**src/rtl/cache_tag_ctrl.sv**
```systemverilog
// -----------------------------------------------------------------------------
// cache_tag_ctrl
//   Controller for a direct-mapped cache tag RAM with a synchronous read port.
//   It accepts CPU lookups and compares the stored tag to report hit or miss.
//   On a miss it optionally writes back a dirty victim line, then fills the
//   line through a request/ack memory handshake, and finally rewrites the tag.
//   Tag RAM entry layout: {valid, dirty, tag[TAG_W-1:0]}.
//
// Ports
//   clock, reset        rising-edge clock, asynchronous active-high reset
//   req_valid/req_ready CPU request handshake
//   req_addr            {tag, index, offset}
//   req_write           write access (marks the line dirty)
//   resp_valid          one-cycle response strobe
//   resp_hit            1 = hit, 0 = miss that has been serviced
//   tag_addr/din/we     tag RAM address, write data, write enable
//   tag_dout            tag RAM read data (one cycle after address sampled)
//   mem_req/mem_wb      memory request, held until mem_ack; wb=1 writeback
//   mem_addr            line address with the offset bits forced to zero
//   mem_ack             single-cycle completion pulse from memory
// -----------------------------------------------------------------------------
module cache_tag_ctrl #(
    parameter int AWIDTH         = 3,
    parameter int DWIDTH         = 14,
    parameter int OFFSET_W       = 1,
    parameter int CLEAR_ON_RESET = 1
) (
    input  logic                                 clock,
    input  logic                                 reset,
    input  logic                                 req_valid,
    input  logic [DWIDTH-2+AWIDTH+OFFSET_W-1:0]  req_addr,
    input  logic                                 req_write,
    output logic                                 req_ready,
    output logic                                 resp_valid,
    output logic                                 resp_hit,
    output logic [AWIDTH-1:0]                    tag_addr,
    output logic [DWIDTH-1:0]                    tag_din,
    output logic                                 tag_we,
    input  logic [DWIDTH-1:0]                    tag_dout,
    output logic                                 mem_req,
    output logic                                 mem_wb,
    output logic [DWIDTH-2+AWIDTH+OFFSET_W-1:0]  mem_addr,
    input  logic                                 mem_ack
);

    localparam int TAG_W  = DWIDTH - 2;
    localparam int ADDR_W = TAG_W + AWIDTH + OFFSET_W;

    typedef enum logic [2:0] {
        S_INIT      = 3'd0,
        S_IDLE      = 3'd1,
        S_LOOKUP    = 3'd2,
        S_WRITEBACK = 3'd3,
        S_FILL      = 3'd4,
        S_UPDATE    = 3'd5
    } state_t;

    localparam state_t RST_STATE = (CLEAR_ON_RESET != 0) ? S_INIT : S_IDLE;

    state_t              state, state_n;
    logic [AWIDTH-1:0]   init_cnt;
    logic [TAG_W-1:0]    lat_tag;
    logic [AWIDTH-1:0]   lat_idx;
    logic                lat_write;
    logic [TAG_W-1:0]    victim_tag;

    logic [TAG_W-1:0]    req_tag;
    logic [AWIDTH-1:0]   req_idx;
    logic                lookup_hit;
    logic                victim_dirty;
    logic                unused_offset;

    assign req_tag       = req_addr[ADDR_W-1 -: TAG_W];
    assign req_idx       = req_addr[OFFSET_W +: AWIDTH];
    // Offset bits select a word within the line and play no part in tagging.
    assign unused_offset = ^req_addr[OFFSET_W-1:0];

    // Only meaningful in LOOKUP, where tag_dout reflects the latched index.
    assign lookup_hit   = tag_dout[DWIDTH-1] && (tag_dout[TAG_W-1:0] == lat_tag);
    assign victim_dirty = tag_dout[DWIDTH-1] && tag_dout[DWIDTH-2];

    // Next state and outputs. While reset is high every output is forced to
    // its idle value, so an in-flight memory request drops immediately rather
    // than waiting for the state register to settle.
    always_comb begin
        state_n   = state;
        req_ready = 1'b0;
        tag_addr  = '0;
        tag_din   = '0;
        tag_we    = 1'b0;
        mem_req   = 1'b0;
        mem_wb    = 1'b0;
        mem_addr  = '0;
        if (!reset) begin
            case (state)
                S_INIT: begin
                    tag_we   = 1'b1;
                    tag_addr = init_cnt;
                    if (init_cnt == {AWIDTH{1'b1}}) state_n = S_IDLE;
                end
                S_IDLE: begin
                    req_ready = 1'b1;
                    // Present the index straight away so the synchronous RAM
                    // returns the entry during LOOKUP.
                    tag_addr  = req_idx;
                    if (req_valid) state_n = S_LOOKUP;
                end
                S_LOOKUP: begin
                    tag_addr = lat_idx;
                    if (lookup_hit) begin
                        if (lat_write) begin
                            tag_we  = 1'b1;
                            tag_din = {2'b11, lat_tag};
                        end
                        state_n = S_IDLE;
                    end else if (victim_dirty) begin
                        state_n = S_WRITEBACK;
                    end else begin
                        state_n = S_FILL;
                    end
                end
                S_WRITEBACK: begin
                    tag_addr = lat_idx;
                    mem_req  = 1'b1;
                    mem_wb   = 1'b1;
                    mem_addr = {victim_tag, lat_idx, {OFFSET_W{1'b0}}};
                    if (mem_ack) state_n = S_FILL;
                end
                S_FILL: begin
                    tag_addr = lat_idx;
                    mem_req  = 1'b1;
                    mem_addr = {lat_tag, lat_idx, {OFFSET_W{1'b0}}};
                    if (mem_ack) state_n = S_UPDATE;
                end
                S_UPDATE: begin
                    tag_we   = 1'b1;
                    tag_addr = lat_idx;
                    tag_din  = {1'b1, lat_write, lat_tag};
                    state_n  = S_IDLE;
                end
                default: state_n = RST_STATE;
            endcase
        end
    end

    always_ff @(posedge clock or posedge reset) begin
        if (reset) begin
            state      <= RST_STATE;
            init_cnt   <= '0;
            lat_tag    <= '0;
            lat_idx    <= '0;
            lat_write  <= 1'b0;
            victim_tag <= '0;
            resp_valid <= 1'b0;
            resp_hit   <= 1'b0;
        end else begin
            state      <= state_n;
            resp_valid <= 1'b0;
            resp_hit   <= 1'b0;
            case (state)
                S_INIT: init_cnt <= init_cnt + 1'b1;
                S_IDLE: begin
                    if (req_valid) begin
                        lat_tag   <= req_tag;
                        lat_idx   <= req_idx;
                        lat_write <= req_write;
                    end
                end
                S_LOOKUP: begin
                    // Capture the victim now; the RAM output is not relied on
                    // once the controller leaves LOOKUP.
                    victim_tag <= tag_dout[TAG_W-1:0];
                    if (lookup_hit) begin
                        resp_valid <= 1'b1;
                        resp_hit   <= 1'b1;
                    end
                end
                S_UPDATE: resp_valid <= 1'b1;
                default: ;
            endcase
        end
    end

endmodule

```
**config.mk**
```make
export PLATFORM = sky130hd
export DESIGN_NAME = cache_tag_ctrl
export DESIGN_NICKNAME = d
export VERILOG_FILES = /design/src/rtl/cache_tag_ctrl.sv
export SDC_FILE = /design/constraint.sdc
export NUM_CORES = 1
export LEC_CHECK = 0
export BUFFER_PORTS_ARGS = -buffer_cell sky130_fd_sc_hd__buf_4
export CORE_UTILIZATION = 40
export CTS_BUF_LIST = sky130_fd_sc_hd__clkbuf_4 sky130_fd_sc_hd__clkbuf_8 sky130_fd_sc_hd__clkbuf_16
export CTS_CLUSTER_DIAMETER = 200
export DETAILED_ROUTE_END_ITERATION = 7
export PLACE_DENSITY = 0.66
export SLEW_MARGIN = 20
export SYNTH_ARGS = -nofsm -noshare
export SYNTH_HDL_FRONTEND = slang
export SYNTH_SLANG_ARGS = --single-unit
```
**constraint.sdc**
```tcl
create_clock -name clock -period 2.2 [get_ports clock]
set_clock_uncertainty 0.05 [all_clocks]
set_input_delay 0.33 -clock clock [delete_from_list [all_inputs] [get_ports clock]]
set_output_delay 0.33 -clock clock [all_outputs]
set_load 0.02 [all_outputs]
```
# Word level (Yosys, flattened, before mapping)
# Cells that the tools add are included.
[classes]
add_sub_neg = 1
n_eq_ne = 11
muxes = 28
bitwise_logic = 1
reduce_logical = 8
[ops]
columns = ["cell", "count"]
rows = [
  ["14-bit two-way mux", 3],
  ["16-bit one-hot mux with 2 select lines", 1],
  ["14-bit one-hot mux with 2 select lines", 1],
  ["3-bit two-way mux", 7],
  ["3-bit one-hot mux with 6 select lines", 1],
  ["16-bit two-way mux", 1],
  ["12-bit equality test", 1],
  ["1-bit two-way mux", 11],
  ["3-bit equality test (second input constant)", 3],
  ["3-bit one-hot mux with 3 select lines", 1],
  ["2-bit != test (second input constant)", 4],
  ["3-bit by 2-bit equality test with 1-bit output (second input constant)", 2],
  ["5-bit AND reduction", 1],
  ["1-bit one-hot mux with 2 select lines", 2],
  ["2-bit OR reduction", 2],
  ["4-bit OR reduction", 1],
  ["3-bit by 1-bit adder with 3-bit output (second input constant)", 1],
  ["3-bit by 1-bit equality test with 1-bit output (second input constant)", 1],
  ["3-bit zero test", 1],
  ["1-bit logical AND", 2],
  ["2-bit AND reduction", 1],
  ["1-bit NOT", 1],
]
[word_totals]
ff_bits = 36
in_bits = 35
out_inout_bits = 39
elab_cells = 57

# Longest topological paths before layout
[logic_depth]
word_depth = 5
depth_mapped = 6
mapped_depth_nobuf = 6

# Worst setup path after synthesis
# OpenSTA, ideal clock, no wires.
[synth_path]
kind = "reg2out"
startpoint = "register state[1]"
endpoint = "output port mem_addr[1]"
arrival_time_ps = 1777
required_ps = 1820
path_slack_ps = 43
stages_incl_launch_ff = 5
n_path_buf = 1
cell_sequence = "dfrtp_1 buf_2 or3b_2 a21oi_1 and2_1"
[synth_between]
elab_chain_len = 3
word_cells_on_any_way = 4
classes_between = "eq/ne (2); mux (2)"
[synth_lines]
columns = ["element", "line_no", "rtl"]
rows = [
  ["start: declaration", "60", "state_t state, state_n;"],
  ["start signal: assignment", "157", "state <= state_n;"],
  ["3-bit equality test or 3-bit by 2-bit equality test with 1-bit output (tied branches)", "95", "case (state)"],
  ["16-bit one-hot mux with 2 select lines *", "95", ""],
  ["16-bit two-way mux *", "94", "if (!reset) begin"],
  ["end: declaration", "42", "output logic [DWIDTH-2+AWIDTH+OFFSET_W-1:0] mem_addr,"],
]
# Mark *: on every way between the ends. The rest lies on a longest branch, timed or not.

# Worst setup path in the final report
[layout_path]
startpoint = "register lat_tag[10]"
endpoint = "output port tag_din[5]"
[layout_between]
elab_chain_len = 5
[layout_lines]
columns = ["element", "line_no", "rtl"]
rows = [
  ["start: declaration", "62", "logic [TAG_W-1:0] lat_tag;"],
  ["start signal: assignment", "164", "lat_tag <= req_tag;"],
  ["12-bit equality test", "79", "assign lookup_hit = tag_dout[DWIDTH-1] && (tag_dout[TAG_W-1:0] == lat_tag);"],
  ["1-bit logical AND", "79", ""],
  ["14-bit two-way mux", "110", "if (lookup_hit) begin"],
  ["14-bit one-hot mux with 2 select lines", "95", ""],
  ["14-bit two-way mux", "94", ""],
  ["end: declaration", "37", "output logic [DWIDTH-1:0] tag_din,"],
]
# Every way passes these cells.

==> results.txt <==
Initial Utilization: 41.9%
Failing checks: setup timing
Num Clock Sinks: 36
Cts bufs inserted: 5
Final min period: 2.39 ns
Syn. warnings: 0
Post-synth EDFFs: 0
# hold bufs at CTS: 0
Max cap viols: 0
Via count: 1869
Crit path max fanout: 5
Hold WS: 0.128 ns
Setup violators final: 15
Largest net degree at the start of global routing: 22
Cells after Synth: 200
Final WL: 5750 um
Grt ovf: 0
Status: finished with violations
Synthesized area per cell: 10.8 um^2
R2r setup slk: 0.23 ns
RSZ-0062 raised after global routing: yes
WS Path Type: register to output pin
Synth cell types: 44
Setup ws final: -0.187 ns
Slew Limit Fails: 0
Synth async-reset ratio: 100%
Number of diodes: 0
Max clock buf depth: 2
Main synth FF type: dfrtp_1
FF-to-FF End: lat_tag[1]
Tot Pwr: 0.00391 W
First-pass GRT wire length: 8300 um
TritonCTS clock tree: yes
Total Routing Usage GR: 20.0%
Worst min-delay path category: input port to asynchronous set/reset pin
CTS Root Cell: clkbuf_8
Placed Area: 2870 um^2
Worst r2r src: state[2]
Area Growth Syn to Fin: 48.8%
Pre-antenna DRT Iters: 4
Pwr/cell area: 1210 nW/um^2
Rows: 26
Storage cell area: 905 um^2
H-tree levels: 2
Initial antenna violation count: 0
Die Y: 75.6 um
Vias in the first global route: 1697
Pleak: 1.48 nW
Clock transition at the registers of the reported paths: 0.08 ns
Critical Path RT: 1.82 ns
Post-synthesis cell area: 2170 um^2
Initial DRC Count: 151
Share of layout cells above drive strength 1: 57.4%
CP endpoint kind: output pin
Core Area: 5170 um^2
Worst Reg-to-Reg Cells: 6
Drt drc: 0
Layout fillers: 437
GPL Wtd Cong: 0.764
Die Width: 75.6 um
Max Freq: 0.419 GHz
Post-route ant nets: 0
Hold Vio Cnt, Final: 0
CP arrival: 2.01 ns
Worst skew pair latency: 0.28 ns
Die area: 5720 um^2
Final period util: 108%
Yosys reg bits: 36
IO buf count: 71
Hpwl dp: 3990 um
Area occupied by multi-input gates: 1260 um^2
Wire per inst: 15.9 um
Final Net Count: 328
Critical path startpoint category: register
Ports: 74
Final instance area: 3220 um^2
Syn Nets: 238
VDD IR max: 0.639 mV
Vias per cell: 5.18
Sequential cell area fraction in the yosys report: 41.6%
-- metrics by stage --
step                      util (%)  setup TNS [ns]  cells  setup slack, ns
final                         62.3           -2.15    361           -0.187
after global routing          62.3           -3.96    361           -0.284
after CTS                     59.4           -2.38    355           -0.178
after detailed placement      55.4          -0.223    344          -0.0541
after global placement        55.4          -0.140    344          -0.0330
after floorplan                  -               0    200           0.0432
-- layer usage --
metal	vias to the layer above	GRT usage (%)	part of all wire [%]
met3	2	5.69	3.7
met2	39	33.1	52
met4	0	4.32	0.63
met1	919	26.3	43
li1	909	-	-
met5	-	0	0
-- kinds of logic after synthesis --
| group | count (synthesis) | share of synthesized area, % |
|---|---|---|
| and+or+nand+nor | 52 | 15.4 |
| AOI/OAI and AO/OA | 48 | 17.1 |
| DFF | 36 | 41.6 |
| muxes | 30 | 15.5 |
| buffers and inverters | 21 | 4.79 |
| xor gates and xnor gates | 9 | 3.64 |
| adders and majority gates | 3 | 1.73 |
| other | 1 | 0.173 |
-- where the power goes --
group / switching [W] / internal [W]
Combinational: 0.000961 / 0.00110
Clock: 0.000240 / 0.000349
Sequential: 0.000261 / 0.000995
-- worst max path at each step --
stage	from	slack, ns	endpoint
after global placement	tag_dout[4]	-0.03	tag_din[0]
after CTS	lat_tag[3]	-0.18	tag_din[1]
after detailed placement	tag_dout[0]	-0.05	tag_din[1]
after global routing	lat_tag[10]	-0.28	tag_din[4]
final	lat_tag[10]	-0.19	tag_din[5]
after floorplan	state[1]	0.04	mem_addr[1]
-- sequential cells by signal, summed over array words and instances (netlist names) --
signal / count
lat_idx: 3
resp_hit: 1
lat_tag: 12
victim_tag: 12
lat_write: 1
init_cnt: 3
resp_valid: 1
state: 3
-- repair_timing --
item,CTS,global route
cloned,1,1
pin swaps,15,12
setup endpoints to repair,29,27
gates resized for setup,23,27
setup buffers,2,5
-- cells in the mapped netlist, types with 3 or more instances --
master | n | area share (%)
dfrtp_1 | 36 | 42
mux2_2 | 29 | 15
a22o_1 | 13 | 5.3
nand2_1 | 13 | 2.3
o21ai_0 | 10 | 2.3
buf_2 | 8 | 1.8
nor3_1 | 8 | 1.8
xnor2_1 | 8 | 3.2
inv_1 | 7 | 1.2
a21boi_0 | 5 | 1.7
nor2_1 | 5 | 0.87
a21boi_2 | 4 | 2.1
a21oi_2 | 4 | 1.6
and2_1 | 4 | 1.2
a22oi_1 | 3 | 1.0
clkbuf_1 | 3 | 0.52
ha_1 | 3 | 1.7
nand3_1 | 3 | 0.69
nand3b_1 | 3 | 1.0
-- layout by cell type (no fill, tap or decap), types with 3 or more instances in the layout --
cell	count
a21boi_2	6
a21oi_2	3
a22o_1	13
a22oi_1	3
and2_1	4
buf_4	78
buf_6	16
clkbuf_8	5
dfrtp_1	33
dfrtp_2	3
ha_1	3
inv_1	5
mux2_2	29
nand2_1	13
nand3b_1	3
nor2_1	4
nor3_1	8
o21ai_0	8
xnor2_1	5
xnor2_2	3
-- area by class of cell --
| cell class | count | area share, % |
|---|---|---|
| clock buffers | 6 | 2.37 |
| clock inverters | 2 | 1.09 |
| inverters | 7 | 0.815 |
| multi-input cells | 143 | 39.2 |
| flip-flops and latches | 36 | 28.1 |
| well taps | 70 | 2.72 |
| repair buffers | 97 | 25.8 |
-- critical path: stages, from the launching register on --
cell and delay, ns:
dfrtp_2 0.45, xnor2_2 0.17, nand3_2 0.12, nor4_4 0.30, nand4_4 0.19, clkbuf_16 0.21
a21boi_2 0.15, buf_6 0.14
(Power assumes the default switching activity.)
